--- src/rtl/pwm_duty_decoder.sv ---
// ============================================================================
// Module   : pwm_duty_decoder
// Purpose  : Measures period and high time of an incoming PWM line and flags
//            an edge-free (static) line with its level.
// Revision : 1.0 - initial release
// ============================================================================
`default_nettype none

module pwm_duty_decoder #(
    parameter int CNT_W   = 8,
    parameter int TIMEOUT = 200
) (
    input  logic             sysclk,
    input  logic             reset,
    input  logic             Enable,
    input  logic             Pulse_In,
    output logic [CNT_W-1:0] Period,
    output logic [CNT_W-1:0] Duty,
    output logic             Duty_Valid,
    output logic             Static,
    output logic             Static_Level
);

    localparam logic [CNT_W-1:0] c_all_ones   = '1;
    localparam logic [CNT_W-1:0] c_one        = CNT_W'(1);
    localparam logic [CNT_W-1:0] c_timeout_m1 = CNT_W'(TIMEOUT - 1);

    generate
        if (TIMEOUT < 2 || TIMEOUT > (2 ** CNT_W) - 1) begin : g_param_check
            $error("TIMEOUT must lie in 2..2**CNT_W-1");
        end
    endgenerate

    logic             r_s1;
    logic             r_s2;
    logic             r_s3;
    logic [CNT_W-1:0] r_per_cnt;
    logic [CNT_W-1:0] r_hi_cnt;
    logic             r_armed;

    logic             w_rise;
    logic             w_timeout;
    logic [CNT_W-1:0] w_per_inc;
    logic [CNT_W-1:0] w_hi_inc;

    assign w_rise    = r_s2 & ~r_s3;
    assign w_timeout = (r_per_cnt == c_timeout_m1);

    // Counters saturate so the timeout compare can fire only once per idle stretch.
    assign w_per_inc = (r_per_cnt == c_all_ones) ? r_per_cnt : r_per_cnt + c_one;
    assign w_hi_inc  = (r_hi_cnt  == c_all_ones) ? r_hi_cnt  : r_hi_cnt  + c_one;

    always_ff @(posedge sysclk or posedge reset) begin
        if (reset) begin
            r_s1         <= 1'b0;
            r_s2         <= 1'b0;
            r_s3         <= 1'b0;
            r_per_cnt    <= '0;
            r_hi_cnt     <= '0;
            r_armed      <= 1'b0;
            Period       <= '0;
            Duty         <= '0;
            Duty_Valid   <= 1'b0;
            Static       <= 1'b0;
            Static_Level <= 1'b0;
        end else begin
            r_s1       <= Pulse_In;
            r_s2       <= r_s1;
            r_s3       <= r_s2;
            Duty_Valid <= 1'b0;

            if (!Enable) begin
                r_per_cnt <= '0;
                r_hi_cnt  <= '0;
                r_armed   <= 1'b0;
            end else if (w_rise) begin
                // An edge coinciding with the timeout wins: measure, never go static.
                if (r_armed) begin
                    Period     <= r_per_cnt;
                    Duty       <= r_hi_cnt;
                    Duty_Valid <= 1'b1;
                end
                r_per_cnt <= c_one;
                r_hi_cnt  <= c_one;
                r_armed   <= 1'b1;
                Static    <= 1'b0;
            end else begin
                if (w_timeout) begin
                    Static       <= 1'b1;
                    Static_Level <= r_s2;
                    Period       <= '0;
                    Duty         <= r_s2 ? c_all_ones : '0;
                    r_armed      <= 1'b0;
                    Duty_Valid   <= 1'b1;
                end
                r_per_cnt <= w_per_inc;
                if (r_s2) begin
                    r_hi_cnt <= w_hi_inc;
                end
            end
        end
    end

endmodule

`default_nettype wire

--- config.mk ---
export PLATFORM = sky130hd
export DESIGN_NAME = pwm_duty_decoder
export DESIGN_NICKNAME = d
export VERILOG_FILES = /design/src/rtl/pwm_duty_decoder.sv
export SDC_FILE = /design/constraint.sdc
export NUM_CORES = 1
export LEC_CHECK = 0
export ABC_CLOCK_PERIOD_IN_PS = 3420
export BUFFER_PORTS_ARGS = -buffer_cell sky130_fd_sc_hd__buf_2
export CELL_PAD_IN_SITES_DETAIL_PLACEMENT = 0
export CELL_PAD_IN_SITES_GLOBAL_PLACEMENT = 1
export CORE_ASPECT_RATIO = 0.5
export CORE_MARGIN = 2
export CORE_UTILIZATION = 48
export DETAILED_ROUTE_END_ITERATION = 8
export GPL_TIMING_DRIVEN = 0
export PLACE_DENSITY = 0.9
export SKIP_CTS_REPAIR_TIMING = 1
export SYNTH_ARGS = -nofsm -noshare
export SYNTH_HDL_FRONTEND = slang
export SYNTH_SLANG_ARGS = --single-unit
--- constraint.sdc ---
create_clock -name sysclk -period 3.42 [get_ports sysclk]
set_input_delay 0.513 -clock sysclk [delete_from_list [all_inputs] [get_ports sysclk]]
set_output_delay 0.513 -clock sysclk [all_outputs]
set_load 0.01 [all_outputs]
==> metrics.yaml, run 1 <==
yosysMostFrequentCell: "dfrtp_1"
setup_viol: 0
rows: 15
yosys_warnings: 0
synth.area.top_cells: "dfrtp_1 (55%), a221o_1 (4.5%), a22o_1 (4.0%), xor2_1 (2.5%), nor2_1 (2.3%)"
synth_top_area_share: 0.552
dr.pass1.iters: 4
placed_area_sq_um: 1940
die_w_um: 89.8
slowest_delay_ps: 490
overflow: 0
dp_hpwl_mm: 2.43
post-place-ws_ps: 1480
synth_commonest_cells: "dfrtp_1 (39), nor2_1 (11), a221o_1 (8), a22o_1 (8), a21oi_1 (7)"
synth_nets: 159
ios: 23
design_area_sq_um: 2020
clockRootBuffer: "clkbuf_8"
port_buffers: 21
via_count: 1294
placedCellCount: 224
yosysUniqueCellTypes: 40
path_clk_slew_ps: 70
viasPerCell: 5.58
synth_seq_area_share: 0.552
insertion_delay_ps: 290
die_y_um: 46.9
cp.arrival_ps: 2150
slew_headroom: 0.471
outcome: "finished clean"
setup_ws_ps: 1500
tns_ps: 0
worstPathCellList: "ha_1 > nand4_4 > nor4_2 > and3_1 > buf_2 > a221o_1"
crit_buf_inv: 1
antenna_found_initial: 0
hold_path.class: "in2reg"
drcViolationCount: 0
p_leak_uw: 0.00101
path_class: "reg2reg"
rsz0062_at_grt: "false"
avgSynthCellArea_sq_um: 11.6
ir_drop_uv: 147
dr.first_iter.drc_count: 46
nFillCells: 297
post-route-min-period_ps: 1920
synth_edf_count: 0
cts_max_path_buffers: 2
yosys.area.top_type: "dfrtp_1"
cts_sinks: 39
required_ps: 3650
cp-end-kind: "register"
die-area_sq_um: 4210
grt_usage: 0.184
ant_nets: 0
wirelength_mm: 3.55
maxCapViolCount: 0
synth_top_flop_cell: "dfrtp_1"
critPathSlowestCell: "dfrtp_1"
async_reset_ff_frac: 1.00
synthCells: 152
grt_pass1_vias: 1213
gp_congestion: 0.788
numCtsBuffers: 5
final_cell_count_no_fill: 232
finalHoldViolations: 0
drive_gt1_frac: 0.232
crit_fanout: 8
final.setup_skew_ps: 3.57
worst_pin_slew_ps: 792
start_kind: "register"
avgRoutedWirePerCell_um: 15.3
nNetsFinal: 187
syn_to_final_growth_pct: 14.2
post-route-period-util: 0.562
num_antenna_cells: 0
ys_ff_latch: 39
core_sq_um: 3470
cts_tree: "done"
start_util: 0.509
final_max_slew_viol_count: 0
fmax_mhz: 520
syn-cell-area_sq_um: 1770
grt_pass1_wl_mm: 5.87
critical_path.top_delay_family: "simple AND/OR/NAND/NOR gates"
finalPower_uw: 845
power_density_nw_per_um2: 419
h-tree-depth: 2
grt_max_degree: 40
==> registers in the layout, indices dropped and copies added, names as in the netlist <==
signal / flops
Duty: 8
Period: 8
r_hi_cnt: 8
r_per_cnt: 8
Duty_Valid: 1
Static: 1
Static_Level: 1
r_armed: 1
r_s1: 1
r_s2: 1
r_s3: 1
==> per-stage QoR <==
stage,hold slack [ps],util
2_1_floorplan,331,-
3_3_place_gp,335,0.557
3_5_place_dp,336,0.557
4_1_cts,327,0.581
5_1_grt,325,0.581
6_report,328,0.581
==> layout by cell type (no fill, tap or decap), drive strengths merged, types with 6 or more instances in the layout <==
master	synthesis	final
a21oi	7	7
a221o	8	8
a22o	8	8
and3	6	6
buf	6	27
clkbuf	2	9
dfrtp	39	39
inv	6	6
nand3	6	6
nor2	11	11
nor3	6	6
==> report_power, final <==
part	total [uW]	internal, uW	switching [uW]
registers	491	476	14.6
clock network	298	143	155
logic	56.4	21.7	34.7
total	845	641	204
==> layer usage <==
metal | global-route usage | vias to the layer above | share of wire
met2 | 0.303 | 19 | 0.45
met1 | 0.238 | 650 | 0.50
met4 | 0.0862 | 0 | 0.0065
met5 | 0 | - | 0
met3 | 0.0514 | 4 | 0.039
li1 | - | 621 | -
==> path summary, 6_finish.rpt <==
check | cells past startpoint | endpoint | slack (ps) | startpoint
max | 6 | Duty[0]$_DFFE_PP0P_ | 1500 | r_per_cnt[0]$_DFFE_PP0P_
min | 1 | r_s1$_DFF_PP0_ | 330 | Pulse_In
max reg2reg | 6 | Duty[0]$_DFFE_PP0P_ | 1500 | r_per_cnt[0]$_DFFE_PP0P_
min reg2reg | 0 | r_s2$_DFF_PP0_ | 350 | r_s1$_DFF_PP0_
max in group asynchronous | 2 | Period[1]$_DFFE_PP0P_ | 2560 | reset
min in group asynchronous | 2 | r_hi_cnt[6]$_DFFE_PP0P_ | 360 | reset
==> kinds of logic (layout without fill, tap and decap cells) <==
group / after synthesis / in the layout / share of synthesized area
buffers and inverters: 14 / 43 / 0.0446
adders and majority gates: 3 / 3 / 0.0212
AOI/OAI and AO/OA: 41 / 41 / 0.180
DFF: 39 / 39 / 0.552
xor gates and xnor gates: 5 / 5 / 0.0248
and+or+nand+nor: 48 / 48 / 0.166
muxes: 2 / 2 / 0.0113
==> worst register-to-register path, stage by stage (launching register included) <==
cell and delay [ps]:
dfrtp_1 490, ha_1 290, nand4_4 150, nor4_2 400
and3_1 200, buf_2 190, a221o_1 130
==> final cells by class <==
| type | instances | area (sq um) | area share |
|---|---|---|---|
| inverter | 6 | 22.5 | 0.0112 |
| sequential | 39 | 976 | 0.484 |
| clock inverter | 1 | 5.00 | 0.00248 |
| multi-input combinational | 99 | 712 | 0.353 |
| clock buffer | 7 | 76.3 | 0.0378 |
| tap | 51 | 63.8 | 0.0316 |
| buffer | 8 | 56.3 | 0.0279 |
| timing repair buffer | 21 | 105 | 0.0521 |
No activity file was read; power rests on OpenSTA's default activity.
==> inputs of run 2 (changes only) <==
--- a/config.mk
+++ b/config.mk
@@ -5,16 +5,16 @@
 export SDC_FILE = /design/constraint.sdc
 export NUM_CORES = 1
 export LEC_CHECK = 0
-export ABC_CLOCK_PERIOD_IN_PS = 3420
+export ABC_CLOCK_PERIOD_IN_PS = 1850
 export BUFFER_PORTS_ARGS = -buffer_cell sky130_fd_sc_hd__buf_2
 export CELL_PAD_IN_SITES_DETAIL_PLACEMENT = 0
 export CELL_PAD_IN_SITES_GLOBAL_PLACEMENT = 1
 export CORE_ASPECT_RATIO = 0.5
 export CORE_MARGIN = 2
-export CORE_UTILIZATION = 48
+export CORE_UTILIZATION = 45
 export DETAILED_ROUTE_END_ITERATION = 8
 export GPL_TIMING_DRIVEN = 0
-export PLACE_DENSITY = 0.9
+export PLACE_DENSITY = 0.86
 export SKIP_CTS_REPAIR_TIMING = 1
 export SYNTH_ARGS = -nofsm -noshare
 export SYNTH_HDL_FRONTEND = slang
==> constraint.sdc (replaced) <==
create_clock -name sysclk -period 1.85 [get_ports sysclk]
set_input_delay 0.2775 -clock sysclk [delete_from_list [all_inputs] [get_ports sysclk]]
set_output_delay 0.2775 -clock sysclk [all_outputs]
set_load 0.01 [all_outputs]
==> metrics.yaml, run 2 (synthesis results as in run 1) <==
cts_max_path_buffers: 2  # unchanged
hold_path.class: "in2reg"  # unchanged
path_clk_slew_ps: 70  # about the same
crit_fanout: 10  # was 8
num_antenna_cells: 0  # unchanged
nNetsFinal: 187  # unchanged
power_density_nw_per_um2: 777  # was 419 nW/um^2
avgRoutedWirePerCell_um: 14.5  # was 15.3 um
gp_congestion: 0.782  # was 0.788
final_cell_count_no_fill: 234  # was 232
insertion_delay_ps: 290  # about the same
outcome: "finished clean"  # unchanged
grt_pass1_vias: 1176  # was 1,213
worstPathCellList: "buf_6 > or3_4 > nor3_4 > o21ai_4 > buf_6 > a221o_1"  # was ha_1 > nand4_4 > nor4_2 > and3_1 > buf_2 > a221o_1
layout_commonest_cell: "dfrtp_1"  # unchanged
cts_sinks: 39  # unchanged
numCtsBuffers: 5  # unchanged
start_kind: "register"  # unchanged
final.setup_skew_ps: 5.43  # was 3.57 ps
worst_pin_slew_ps: 798  # was 792 ps
maxCapViolCount: 0  # unchanged
setup_ws_ps: 68.7  # was 1500 ps
path_class: "reg2reg"  # unchanged
nFillCells: 356  # was 297
design_area_sq_um: 2040  # was 2020 sq um
post-route-period-util: 0.963  # was 0.562
dr.pass1.iters: 4  # unchanged
overflow: 0  # unchanged
die_w_um: 92.6  # was 89.8 um
p_leak_uw: 0.00101  # about the same
placedCellCount: 227  # was 224
clockRootBuffer: "clkbuf_8"  # unchanged
rows: 16  # was 15
post-place-ws_ps: -33.3  # was 1480 ps
mostFrequentLayoutCells: "dfrtp_1 (37), buf_2 (24), nor2_1 (11), a22o_1 (8), a221o_1 (8)"  # was dfrtp_1 (39), buf_2 (24), nor2_1 (11), a22o_1 (8), a221o_1 (8)
slew_headroom: 0.468  # was 0.471
placed_area_sq_um: 1940  # about the same
fmax_mhz: 561  # was 520 MHz
critPathSlowestCell: "dfrtp_1"  # unchanged
syn_to_final_growth_pct: 15.5  # was 14.2%
port_buffers: 21  # unchanged
finalHoldViolations: 0  # unchanged
required_ps: 2030  # was 3650 ps
via_count: 1277  # was 1,294
grt_max_degree: 40  # unchanged
cts_tree: "done"  # unchanged
ant_nets: 0  # unchanged
antenna_found_initial: 0  # unchanged
drive_gt1_frac: 0.256  # was 0.232
start_util: 0.462  # was 0.509
viasPerCell: 5.46  # was 5.58
ir_drop_uv: 370  # was 147 uV
ios: 23  # unchanged
die-area_sq_um: 4470  # was 4210 sq um
tns_ps: 0  # unchanged
setup_viol: 0  # unchanged
crit_buf_inv: 2  # was 1
rsz0062_at_grt: "false"  # unchanged
drcViolationCount: 0  # unchanged
wirelength_mm: 3.40  # was 3.55 mm
cp.arrival_ps: 1960  # was 2150 ps
finalPower_uw: 1590  # was 845 uW
grt_pass1_wl_mm: 5.70  # was 5.87 mm
dp_hpwl_mm: 2.33  # was 2.43 mm
core_sq_um: 3820  # was 3470 sq um
cp-end-kind: "register"  # unchanged
post-route-min-period_ps: 1780  # was 1920 ps
grt_usage: 0.168  # was 0.184
h-tree-depth: 2  # unchanged
slowest_delay_ps: 420  # was 490 ps
critical_path.top_delay_family: "simple AND/OR/NAND/NOR gates"  # unchanged
dr.first_iter.drc_count: 43  # was 46
final_max_slew_viol_count: 0  # unchanged
die_y_um: 48.3  # was 46.9 um
path_common_cell: "buf_6"
[run 2: cell types whose count changed in the layout (fill, tap and decap cells not counted)]
cell,previous run,this run
ha_2,0,1
ha_1,3,2
dfrtp_1,39,37
nor4_2,1,0
dfrtp_2,0,2
nor4_4,0,1
clkbuf_8,5,6
clkbuf_1,3,1
[run 2: where the power goes]
| group | total [uW] | internal [uW] | switching [uW] |
|---|---|---|---|
| Clock | 576 | 292 | 284 |
| Sequential | 906 | 880 | 25.0 |
| Combinational | 104 | 40.5 | 63.9 |
[run 2: path summary, 6_finish.rpt]
check | start | to | slack [ps] | depth (start not counted)
worst min register to register | r_s1$_DFF_PP0_ | r_s2$_DFF_PP0_ | 370 | 0
worst max-delay path | r_per_cnt[4]$_DFFE_PP0P_ | Duty[0]$_DFFE_PP0P_ | 70 | 6
min in group asynchronous | reset | Duty[4]$_DFFE_PP0P_ | 120 | 2
worst max register to register | r_per_cnt[4]$_DFFE_PP0P_ | Duty[0]$_DFFE_PP0P_ | 70 | 6
max in group asynchronous | reset | r_per_cnt[0]$_DFFE_PP0P_ | 1160 | 2
worst min-delay path | Pulse_In | r_s1$_DFF_PP0_ | 90 | 1
[run 2: cell type report]
type / count / area [sq um] / area share
Clock buffer: 6 / 82.6 / 0.0405
Buffer: 8 / 56.3 / 0.0276
Multi-Input combinational cell: 99 / 723 / 0.354
Timing Repair Buffer: 21 / 105 / 0.0515
Tap cell: 54 / 67.6 / 0.0331
Sequential cell: 39 / 978 / 0.479
Clock inverter: 1 / 5.00 / 0.00245
Inverter: 6 / 22.5 / 0.0110
[run 2: routing by layer]
layer | track usage | vias to the layer above | share of wire
met5 | 0 | - | 0
met4 | 0.0882 | 0 | 0.013
met3 | 0.0467 | 5 | 0.034
met2 | 0.237 | 19 | 0.46
met1 | 0.238 | 639 | 0.49
li1 | - | 614 | -
[run 2: worst register-to-register path, cell delays in order, from the launching register on]
cell     delay (ps)
dfrtp_1         420
buf_6           150
or3_4           380
nor3_4          160
o21ai_4         120
buf_6           160
a221o_1         290
[run 2: stage by stage]
step,util,hold slack [ps]
5_1_grt,0.534,81.3
3_5_place_dp,0.507,363
3_3_place_gp,0.507,334
6_report,0.534,88.8
2_1_floorplan,-,309
4_1_cts,0.530,84.0
==> inputs of run 3 (changes only) <==
--- a/config.mk
+++ b/config.mk
@@ -12,6 +12,7 @@
 export CORE_ASPECT_RATIO = 0.5
 export CORE_MARGIN = 2
 export CORE_UTILIZATION = 45
+export CTS_BUF_LIST = sky130_fd_sc_hd__clkbuf_16
 export DETAILED_ROUTE_END_ITERATION = 8
 export GPL_TIMING_DRIVEN = 0
 export PLACE_DENSITY = 0.86
==> metrics.yaml, run 3 (synthesis results as in run 1) <==
outcome: "finished clean"  # unchanged
cp.arrival_ps: 1920  # was 1960 ps
rows: 16  # unchanged
final_max_slew_viol_count: 0  # unchanged
grt_pass1_vias: 1182  # was 1,176
avgRoutedWirePerCell_um: 14.2  # was 14.5 um
pwr-share-comb: 0.058  # was 0.066
hold_path.class: "in2reg"  # unchanged
fmax_mhz: 567  # was 561 MHz
critPathSlowestCell: "dfrtp_1"  # unchanged
grt_pass1_wl_mm: 5.70  # unchanged
core_sq_um: 3820  # unchanged
worst_pin_slew_ps: 795  # was 798 ps
start_util: 0.462  # unchanged
post-route-period-util: 0.953  # was 0.963
wirelength_mm: 3.33  # was 3.40 mm
final_cell_count_no_fill: 234  # unchanged
slew_headroom: 0.469  # was 0.468
port_buffers: 21  # unchanged
clock_power_share: 0.439  # was 0.363
power.net_switching_uw: 396  # was 373 uW
slowest_delay_ps: 410  # was 420 ps
internal_power_uw: 1410  # was 1210 uW
grt_max_degree: 40  # unchanged
cts_max_path_buffers: 2  # unchanged
dp_hpwl_mm: 2.33  # unchanged
rsz0062_at_grt: "false"  # unchanged
path_class: "reg2reg"  # unchanged
grt_usage: 0.163  # was 0.168
final_util: 0.546  # was 0.534
crit_buf_inv: 2  # unchanged
path_common_cell: "buf_6"  # unchanged
num_antenna_cells: 0  # unchanged
maxCapViolCount: 0  # unchanged
nNetsFinal: 187  # unchanged
die_y_um: 48.3  # unchanged
finalHoldViolations: 0  # unchanged
syn_to_final_growth_pct: 18.1  # was 15.5%
cts_tree: "done"  # unchanged
dr.pass1.iters: 4  # unchanged
dr.first_iter.drc_count: 25  # was 43
die_w_um: 92.6  # unchanged
switching_share: 0.220  # was 0.235
placedCellCount: 227  # unchanged
layout_commonest_cell: "dfrtp_1"  # unchanged
antenna_found_initial: 0  # unchanged
p_leak_uw: 0.00103  # was 0.00101 uW
ir_drop_uv: 450  # was 370 uV
crit_fanout: 10  # unchanged
overflow: 0  # unchanged
mostFrequentLayoutCells: "dfrtp_1 (37), buf_2 (24), nor2_1 (11), a22o_1 (8), a221o_1 (8)"  # unchanged
worstPathCellList: "buf_6 > or3_4 > nor3_4 > o21ai_4 > buf_6 > a221o_1"  # unchanged
required_ps: 2010  # was 2030 ps
drive_gt1_frac: 0.250  # was 0.256
setup_viol: 0  # unchanged
power_density_nw_per_um2: 864  # was 777 nW/um^2
via_count: 1266  # was 1,277
drcViolationCount: 0  # unchanged
critical_path.top_delay_family: "simple AND/OR/NAND/NOR gates"  # unchanged
post-route-min-period_ps: 1760  # was 1780 ps
path_clk_slew_ps: 50  # was 70 ps
ios: 23  # unchanged
start_kind: "register"  # unchanged
clockRootBuffer: "clkbuf_16"  # was clkbuf_8
viasPerCell: 5.41  # was 5.46
h-tree-depth: 2  # unchanged
die-area_sq_um: 4470  # unchanged
cp-end-kind: "register"  # unchanged
numCtsBuffers: 5  # unchanged
final.setup_skew_ps: 5.33  # was 5.43 ps
p_seq_frac: 0.503  # was 0.571
gp_congestion: 0.782  # unchanged
ant_nets: 0  # unchanged
cts_sinks: 39  # unchanged
insertion_delay_ps: 280  # was 290 ps
-- run 3: power by group through the flow --
| stage | clock network (uW) | logic (uW) | registers (uW) |
|---|---|---|---|
| floorplan | 0 | 63.2 | 924 |
| global placement | 0 | 103 | 920 |
| detailed placement | 0 | 106 | 921 |
| CTS | 806 | 107 | 906 |
| global route | 842 | 119 | 912 |
| finish | 791 | 104 | 908 |
-- run 3: through the flow --
stage	power, uW	hold WS [ps]	setup WS, ps	area, sq um	TNS (ps)
2_1_floorplan	987	309	192	1770	0
3_3_place_gp	1020	334	-5.25	1940	-35.7
3_5_place_dp	1030	363	-33.3	1940	-178
4_1_cts	1820	104	-33.8	2070	-199
5_1_grt	1870	101	19.3	2090	0
6_report	1800	107	87.2	2090	0
-- run 3: final timing paths --
| path | startpoint | endpoint | slack, ps | cells past startpoint |
|---|---|---|---|---|
| hold reg to reg | r_s1$_DFF_PP0_ | r_s2$_DFF_PP0_ | 370 | 0 |
| hold / removal | Pulse_In | r_s1$_DFF_PP0_ | 110 | 1 |
| setup / recovery | r_per_cnt[4]$_DFFE_PP0P_ | Duty[0]$_DFFE_PP0P_ | 90 | 6 |
| setup reg to reg | r_per_cnt[4]$_DFFE_PP0P_ | Duty[0]$_DFFE_PP0P_ | 90 | 6 |
| max in group asynchronous | reset | r_per_cnt[0]$_DFFE_PP0P_ | 1140 | 2 |
| min in group asynchronous | reset | r_hi_cnt[3]$_DFFE_PP0P_ | 150 | 2 |
-- run 3: layout make-up --
cell class / instances / area, sq um
sequential: 39 / 978
tap: 54 / 67.6
timing repair buffer: 21 / 105
clock buffer: 5 / 125
inverter: 6 / 22.5
fill: 351 / 1740
multi-input combinational: 99 / 723
buffer: 8 / 56.3
clock inverter: 2 / 8.76
-- run 3: routing by layer --
layer / part of all wire / track usage / vias to the layer above
met5: 0 / 0 / -
met4: 0.0087 / 0.0441 / 0
met3: 0.030 / 0.0467 / 4
met2: 0.45 / 0.241 / 15
met1: 0.51 / 0.238 / 628
li1: - / - / 619
